## src/rtl/adc_pkg.sv

```systemverilog
// Shared state encoding and default geometry
// for the multi-channel SPI ADC reader.
package adc_pkg;

  localparam int NCH_D    = 2;
  localparam int DW_D     = 12;
  localparam int LZ_D     = 4;
  localparam int CLKDIV_D = 1;
  localparam int QUIET_D  = 2;

  typedef enum logic [2:0] {
    S_IDLE,
    S_START,
    S_SHIFT,
    S_LAST,
    S_DONE,
    S_QUIET
  } state_t;

endpackage

```

## src/rtl/adc_spi_multi_chan.sv

```systemverilog
// Per-channel shadow capture and output
// holding register for adc_spi_multi.
module adc_chan_shift
  import adc_pkg::*;
#(
  parameter int DW = DW_D,
  parameter int IW = $clog2(DW)
) (
  input  logic          adcclk,
  input  logic          adcrst,
  input  logic          cap,
  input  logic          load,
  input  logic [IW-1:0] sidx,
  input  logic          adcd,
  output logic [DW-1:0] dout
);

  logic [DW-1:0] shadow;

  always_ff @(posedge adcclk) begin
    if (adcrst) begin
      shadow <= '0;
      dout   <= '0;
    end else begin
      if (cap)
        shadow[sidx] <= adcd;
      if (load)
        dout <= shadow;
    end
  end

endmodule

```

## src/rtl/adc_spi_multi.sv

```systemverilog
// Shared-SCK/CS reader for NCH serial ADCs,
// single-shot or continuous conversion.
module adc_spi_multi
  import adc_pkg::*;
#(
  parameter int NCH    = NCH_D,
  parameter int DW     = DW_D,
  parameter int LZ     = LZ_D,
  parameter int CLKDIV = CLKDIV_D,
  parameter int QUIET  = QUIET_D
) (
  input  logic              adcclk,
  input  logic              adcrst,
  input  logic              adcdav,
  input  logic              contmode,
  output logic              davadc,
  output logic [NCH*DW-1:0] adcdata,
  output logic [15:0]       smpcnt,
  output logic              adcsck,
  output logic              adccs,
  input  logic [NCH-1:0]    adcd
);

  localparam int NB = LZ + DW;
  localparam int BW = $clog2(NB + 1);
  localparam int IW = $clog2(DW);
  localparam logic [BW-1:0] NBV  = BW'(NB);
  localparam logic [BW-1:0] LZV  = BW'(LZ);
  localparam logic [7:0]    DIVM = 8'(CLKDIV - 1);
  localparam logic [7:0]    QM   = 8'(QUIET - 1);

  state_t        st, st_n;
  logic [7:0]    div, div_n;
  logic [BW-1:0] bitc, bitc_n;
  logic          sck_n, cs_n, dav_n;
  logic          cmode, cmode_n;
  logic          cap, load;
  logic [IW-1:0] sidx;

  // bitc holds the current SCK period number k (1-based)
  assign sidx = IW'(NBV - bitc);

  always_ff @(posedge adcclk) begin
    if (adcrst) begin
      st     <= S_IDLE;
      div    <= '0;
      bitc   <= '0;
      adcsck <= 1'b1;
      adccs  <= 1'b1;
      davadc <= 1'b0;
      cmode  <= 1'b0;
      smpcnt <= '0;
    end else begin
      st     <= st_n;
      div    <= div_n;
      bitc   <= bitc_n;
      adcsck <= sck_n;
      adccs  <= cs_n;
      davadc <= dav_n;
      cmode  <= cmode_n;
      if (load)
        smpcnt <= smpcnt + 16'd1;
    end
  end

  always_comb begin
    st_n    = st;
    div_n   = div;
    bitc_n  = bitc;
    sck_n   = adcsck;
    cs_n    = adccs;
    dav_n   = 1'b0;
    cmode_n = cmode;
    cap     = 1'b0;
    load    = 1'b0;
    unique case (st)
      S_IDLE: begin
        sck_n = 1'b1;
        cs_n  = 1'b1;
        dav_n = davadc & adcdav;
        if (adcdav && !davadc) begin
          st_n    = S_START;
          cs_n    = 1'b0;
          cmode_n = contmode;
        end
      end
      S_START: begin
        st_n   = S_SHIFT;
        sck_n  = 1'b0;
        div_n  = '0;
        bitc_n = BW'(1);
      end
      S_SHIFT: begin
        cap = !adcsck && (div == 8'd0) && (bitc > LZV);
        if (div != DIVM) begin
          div_n = div + 8'd1;
        end else begin
          div_n = '0;
          sck_n = !adcsck;
          if (!adcsck && bitc == NBV)
            st_n = S_LAST;
          else if (adcsck)
            bitc_n = bitc + 1'b1;
        end
      end
      S_LAST: begin
        if (div != DIVM) begin
          div_n = div + 8'd1;
        end else begin
          div_n = '0;
          st_n  = S_DONE;
          cs_n  = 1'b1;
        end
      end
      S_DONE: begin
        load  = 1'b1;
        dav_n = 1'b1;
        div_n = '0;
        st_n  = cmode ? S_QUIET : S_IDLE;
      end
      S_QUIET: begin
        if (div != QM) begin
          div_n = div + 8'd1;
        end else begin
          div_n = '0;
          st_n  = S_IDLE;
          if (adcdav) begin
            st_n    = S_START;
            cs_n    = 1'b0;
            cmode_n = contmode;
          end
        end
        if (!adcdav) begin
          st_n  = S_IDLE;
          div_n = '0;
          cs_n  = 1'b1;
        end
      end
      default: st_n = S_IDLE;
    endcase
    // dropping the request mid-frame abandons it
    if (!adcdav && (st == S_START || st == S_SHIFT
                    || st == S_LAST)) begin
      st_n  = S_IDLE;
      sck_n = 1'b1;
      cs_n  = 1'b1;
      cap   = 1'b0;
      div_n = '0;
    end
  end

  for (genvar i = 0; i < NCH; i++) begin : g_ch
    adc_chan_shift #(.DW(DW), .IW(IW)) u_ch (
      .adcclk (adcclk),
      .adcrst (adcrst),
      .cap    (cap),
      .load   (load),
      .sidx   (sidx),
      .adcd   (adcd[i]),
      .dout   (adcdata[i*DW +: DW])
    );
  end

endmodule
```

## config.mk

```make
export PLATFORM = sky130hd
export DESIGN_NAME = adc_spi_multi
export DESIGN_NICKNAME = d
export VERILOG_FILES = /design/src/rtl/adc_pkg.sv /design/src/rtl/adc_spi_multi_chan.sv /design/src/rtl/adc_spi_multi.sv
export SDC_FILE = /design/constraint.sdc
export NUM_CORES = 1
export LEC_CHECK = 0
export ABC_AREA = 1
export CAP_MARGIN = 15
export CORE_MARGIN = 1.5
export CORE_UTILIZATION = 56
export CTS_CLUSTER_DIAMETER = 40
export DETAILED_ROUTE_END_ITERATION = 16
export PLACE_DENSITY = 0.88
export SLEW_MARGIN = 20
export SYNTH_ARGS = -nofsm -noshare
export SYNTH_HDL_FRONTEND = slang
export SYNTH_SLANG_ARGS = --single-unit
```

## constraint.sdc

```tcl
create_clock -name adcclk -period 2.4 [get_ports adcclk]
set_input_delay 0.24 -clock adcclk [delete_from_list [all_inputs] [get_ports adcclk]]
set_output_delay 0.24 -clock adcclk [all_outputs]
set_load 0.01 [all_outputs]
```

# Yosys cells after proc, flatten, opt, wreduce, memory -nomap -nowiden
# Cells that the tools add are included.
# word_totals
romBits	0
latch_bits	0
word_cells	98
ff_bits	84
memories	0
output_inout_bits	43
ramBits	0
# op_classes
n_addsub	4
n_mux	35
n_div	0
reduce_logical	27
n_bitwise	1
mul	0
n_lt_le_gt_ge	3
n_eq_ne	16
n_shift	0
# ops
operator	n
$bwmux 12	2
$mux 8	3
$pmux 8 s3	1
$mux 3	7
$pmux 3 s6	1
$add 16x1->16 const B	1
$ne 2x2->1 const B	8
$mux 5	3
$mux 1	12
$pmux 5 s2	1
$reduce_bool 3->1	3
$add 8x1->8 const B	1
$logic_not 8->1	1
$ne 8x1->1 const B	1
$reduce_and 4->1	2
$reduce_bool 8->1	1
$eq 3x2->1 const B	2
$eq 3x3->1 const B	2
$logic_and 1x1->1	6
$pmux 1 s3	2
$reduce_or 2->1	3
$add 5x1->5 const B	1
$eq 5x5->1 const B	1
$gt 5x3->1 const B	1
other kinds (15)	20

# Logic depth before layout (Yosys ltp)
# depth
depth_word	6
depth_mapped	12
ltp_nobuf	12

# Hierarchy
# Synthesis repeated with hierarchy kept, for this count alone.
# unflattened
cells_unflattened	602
hier_area_um2	4101.4
# by_module_without_submodules
module	seq_area_each_um2	area_per_inst_um2	instances	cells_per_inst
adc_spi_multi	720.7	2148.3	1	312
adc_chan_shift at g_ch[1].u_ch	480.5	998.5	1	148
adc_chan_shift at g_ch[0].u_ch	480.5	954.7	1	142

# Worst setup path before layout
# No wires, ideal clock.
# synth_path
kind	register to register
start	reg bitc[0]
end	reg g_ch[1].u_ch.shadow[5]
stages_incl_launch_ff	12
path_buffers	1
required_ns	2.287
slack_ns	0.653
arrival_ns	1.635
setup_time_ns	0.113
path_cell_list	dfxtp_1 -> inv_1 -> ha_1 -> inv_1 -> nand2_1 -> nand2_1 -> nand2_2 -> nor2_8 -> buf_6 -> nand4_1 -> nand2_1 -> nor2_1
# synth_between
elab_chain_cells	6
# synth_rtl
element	line	source
start, declared	adc_spi_multi.sv:34	logic [BW-1:0] bitc, bitc_n;
start signal, assigned	adc_spi_multi.sv:56	bitc <= bitc_n;
$sub 1x4->4	adc_spi_multi.sv:41	assign sidx = IW'(NBV - bitc);
$lt 4x5->1 (implied by the code) or $ge 4x1->1 (tied branches)	adc_spi_multi_chan.sv:26	shadow[sidx] <= adcd;
$logic_and 1x1->1 (implied by the code)	adc_spi_multi_chan.sv:26	
$mux 1 (implied by the code)	adc_spi_multi_chan.sv:26	
$demux 1 s4	n/a	
$bwmux 12	adc_spi_multi_chan.sv:26	
end signal, assigned	adc_spi_multi_chan.sv:22	shadow <= '0;
end signal, assigned by index	adc_spi_multi_chan.sv:26	
end, declared	adc_spi_multi_chan.sv:18	logic [DW-1:0] shadow;
# Parallel ways exist; a longest one is shown, timed or not.
# A chain may end at the register's enable or synchronous reset.

# Worst setup path in the final report
# layout_path
start	reg bitc[0]
end	reg g_ch[1].u_ch.shadow[3]
# The elaborated chain is that of the path after synthesis.

==> results.md <==
* Status: completed
* Final WS setup at around 340 ps
* Clock latency on the worst-skew pair at 360 ps
* Worst path arrival time at approximately 2400 ps
* Final cell count without fillers at 711
* Initial antenna violation count at 0
* Mapped Nets at 581
* Leak at between 2 and 2.5 nW
* Nets at between 600 and 700
* WL final at ~8500 um
* CP max stage cell: dfxtp_1
* Critical Path Max Stage Delay at 420 ps
* Reg2reg start: bitc[0]$_SDFFE_PP0P_
* Dpl cells at 695
* Largest net degree at the start of global routing at 33
* CTS Buf Count at 9
* Diode count at 0
* Layout Skew at between 10 and 15 ps
* CP Cell Sequence: inv_1 -> ha_1 -> inv_1 -> nand2_1 -> nand2_1 -> nand2_2 -> nor2_8 -> nand2_4 -> nor2_2 -> nor2_1 -> nor2_1
* Row cnt at 30
* Share of cells above drive strength 1 at 8.46%
* Total grt overflow at 0
* Met2 usage at 38.9%
* Sum Neg Setup Slack at 0 ps
* Crit share post-route at between 80% and 90%
* RSZ-0062 raised after global routing: false
* Yosys reg bits at 84
* Least-Margin Pin Slew at 446 ps
* Cell count after synthesis at about 570
* Final Hold Vio Count at 0
* Sequential element share of the synthesized area at 41.8%
* Cell Area, Synth at slightly above 4000 um2
* Sink Count at 84
* WL/cell at 12.0 um
* Final worst path period need at 2060 ps
* Total vias in the final route at 3717
* Max IR drop VDD at between 0.4 and 0.5 mV
* Endpoint class of the critical path: flip-flop
* Layout area overhead at 18.2%
* Met3 usage at 6.13%
* Post-CTS sizing at 0
* Total core area at 6870 um2
* Synth top area cells: dfxtp_1 (42%), nor2_1 (13%), nand2_1 (8.9%)
* Met1 Usage GRT at 29.8%
* CTS root buf: clkbuf_8
* R2R setup slack at about 340 ps
* DR iter-0 viols at 300
* MaxCap Viol Count at 0
* Final setup viols at 0
* Port bufs at 48
* Critical path startpoint category: flip-flop
* Routability cong. at 0.887
* CTS tree: yes
* Drt via density at 5.23
* Die area at 7700 um2
* Multi-input gate area at approximately 2000 um2
* GRT Overall Usage at 23.5%
* Fill cell count at 573
* DRC Markers at 0
* Dpl ws at approximately 350 ps
* Slew HR at between 70% and 80%
* Dpl hpwl at 6340 um
* Die width at 87.8 um
* DRT antenna net count at 0
* Overall Power at 4.42 mW
* H-tree depth at 3
* CTS max path bufs at 2
* Post-CTS Hold Buffers at 0
* Top cell type's share of synthesized area at a little over two fifths
* CTS clock-pin slew for the worst setup and hold paths at 90 ps
* Worst hold path class: flip-flop to flip-flop
* Pwr/cell area at 930 nW/um2
* Critical Path RT at between 2000 and 3000 ps
* Syn_area_per_cell at 7.11 um2
* Most frequent cells in the layout: nor2_1 (137), nand2_1 (95), dfxtp_1 (84), clkdlybuf4s50_1 (48), inv_1 (44)
* Register Area at about 1700 um2
* Setup bufs post-CTS at 0
* Commonest non-fill, non-tap cell in the layout: nor2_1
* Vias in the first global route at between 3k and 4k
* Ports at 49
* Max Fclk at 486 MHz
* Synth cell types at 31
* Hold Path Origin: g_ch[0].u_ch.shadow[4]$_SDFFE_PP0P_
* Grt peak-use layer: met2
* Max-slew violations at 0
* Syn. warnings at 0
* Die height at 87.8 um
* Synth area leader: dfxtp_1
* CP Max Fanout at 25
* DRT Pass-1 Iters at 5
* Crit Path Category: flip-flop to flip-flop
* First-pass GRT wire length at approximately 14000 um
* Initial core utilization at 58.6%
* Launch point of the critical path: bitc[0]$_SDFFE_PP0P_
==> cells by family after synthesis <==
| family | synth area share (%) |
|---|---|
| adders and majority gates | 2.80 |
| and+or+nand+nor | 36.7 |
| AOI/OAI and AO/OA | 9.76 |
| buffers and inverters | 7.46 |
| DFF | 41.8 |
| xor gates and xnor gates | 1.52 |
==> critical path, delay by kind of cell (launching register included) <==
| kind | cells | cell delay [ps] |
|---|---|---|
| buffers and inverters | 2 | 330 |
| AND/OR/NAND/NOR | 8 | 1000 |
| adder cells (fa/ha/maj) | 1 | 240 |
| flip-flops | 1 | 420 |
==> synthesized netlist by cell type (all sizes together) <==
master,instances
nor3b,2
xor2,5
buf,10
a21o,1
nand3b,1
clkinv,1
a31oi,2
dfxtp,84
clkbuf,10
xnor2,2
nand2,103
nor2,154
nor3,10
o21a,2
o21bai,2
a211oi,1
o21ai,41
a21oi,23
inv,50
o211ai,2
ha,9
nand4,31
nand3,20
==> final timing paths <==
path	depth (start not counted)	to
worst max-delay path	11	g_ch[1].u_ch.shadow[3]$_SDFFE_PP0P_
worst min-delay path	2	g_ch[0].u_ch.dout[4]$_SDFFE_PP0N_
worst max register to register	11	g_ch[1].u_ch.shadow[3]$_SDFFE_PP0P_
worst min register to register	2	g_ch[0].u_ch.dout[4]$_SDFFE_PP0N_
==> metal layers <==
metal | routed length, um | up-vias
li1 | - | 1915
met1 | 4050 | 1706
met2 | 4020 | 88
met3 | 348 | 8
met4 | 97 | 0
met5 | 0 | -
==> final cells by class <==
type	instances	share of cell area [%]
inverter	51	4.02
clock inverter	7	1.68
timing repair buffer	53	10.9
tap	96	2.52
clock buffer	9	2.60
multi-input combinational	411	42.9
sequential	84	35.3
==> flip-flops by register name, summed over array words and instances (netlist names) <==
signal / cells
bitc: 5
st: 3
adccs: 1
div: 8
davadc: 1
smpcnt: 16
adcsck: 1
cmode: 1
g_ch.u_ch.dout: 24
g_ch.u_ch.shadow: 24
==> power breakdown <==
part / switching [mW] / total (mW) / internal (mW) / leakage (nW)
Clock: 0.545 / 1.04 / 0.497 / 0.103
Sequential: 0.152 / 1.73 / 1.58 / 0.680
Combinational: 1.03 / 1.65 / 0.624 / 1.24
Total: 1.72 / 4.42 / 2.70 / 2.02
==> metrics by stage <==
step | hold WS (ps) | cell area (um2) | utilization [%]
floorplan | 395 | 4020 | -
detailed placement | 445 | 4550 | 66.3
global route | 488 | 4760 | 69.3
finish | 456 | 4760 | 69.3
global placement | 441 | 4550 | 66.3
CTS | 455 | 4760 | 69.3
(Power assumes the default switching activity.)
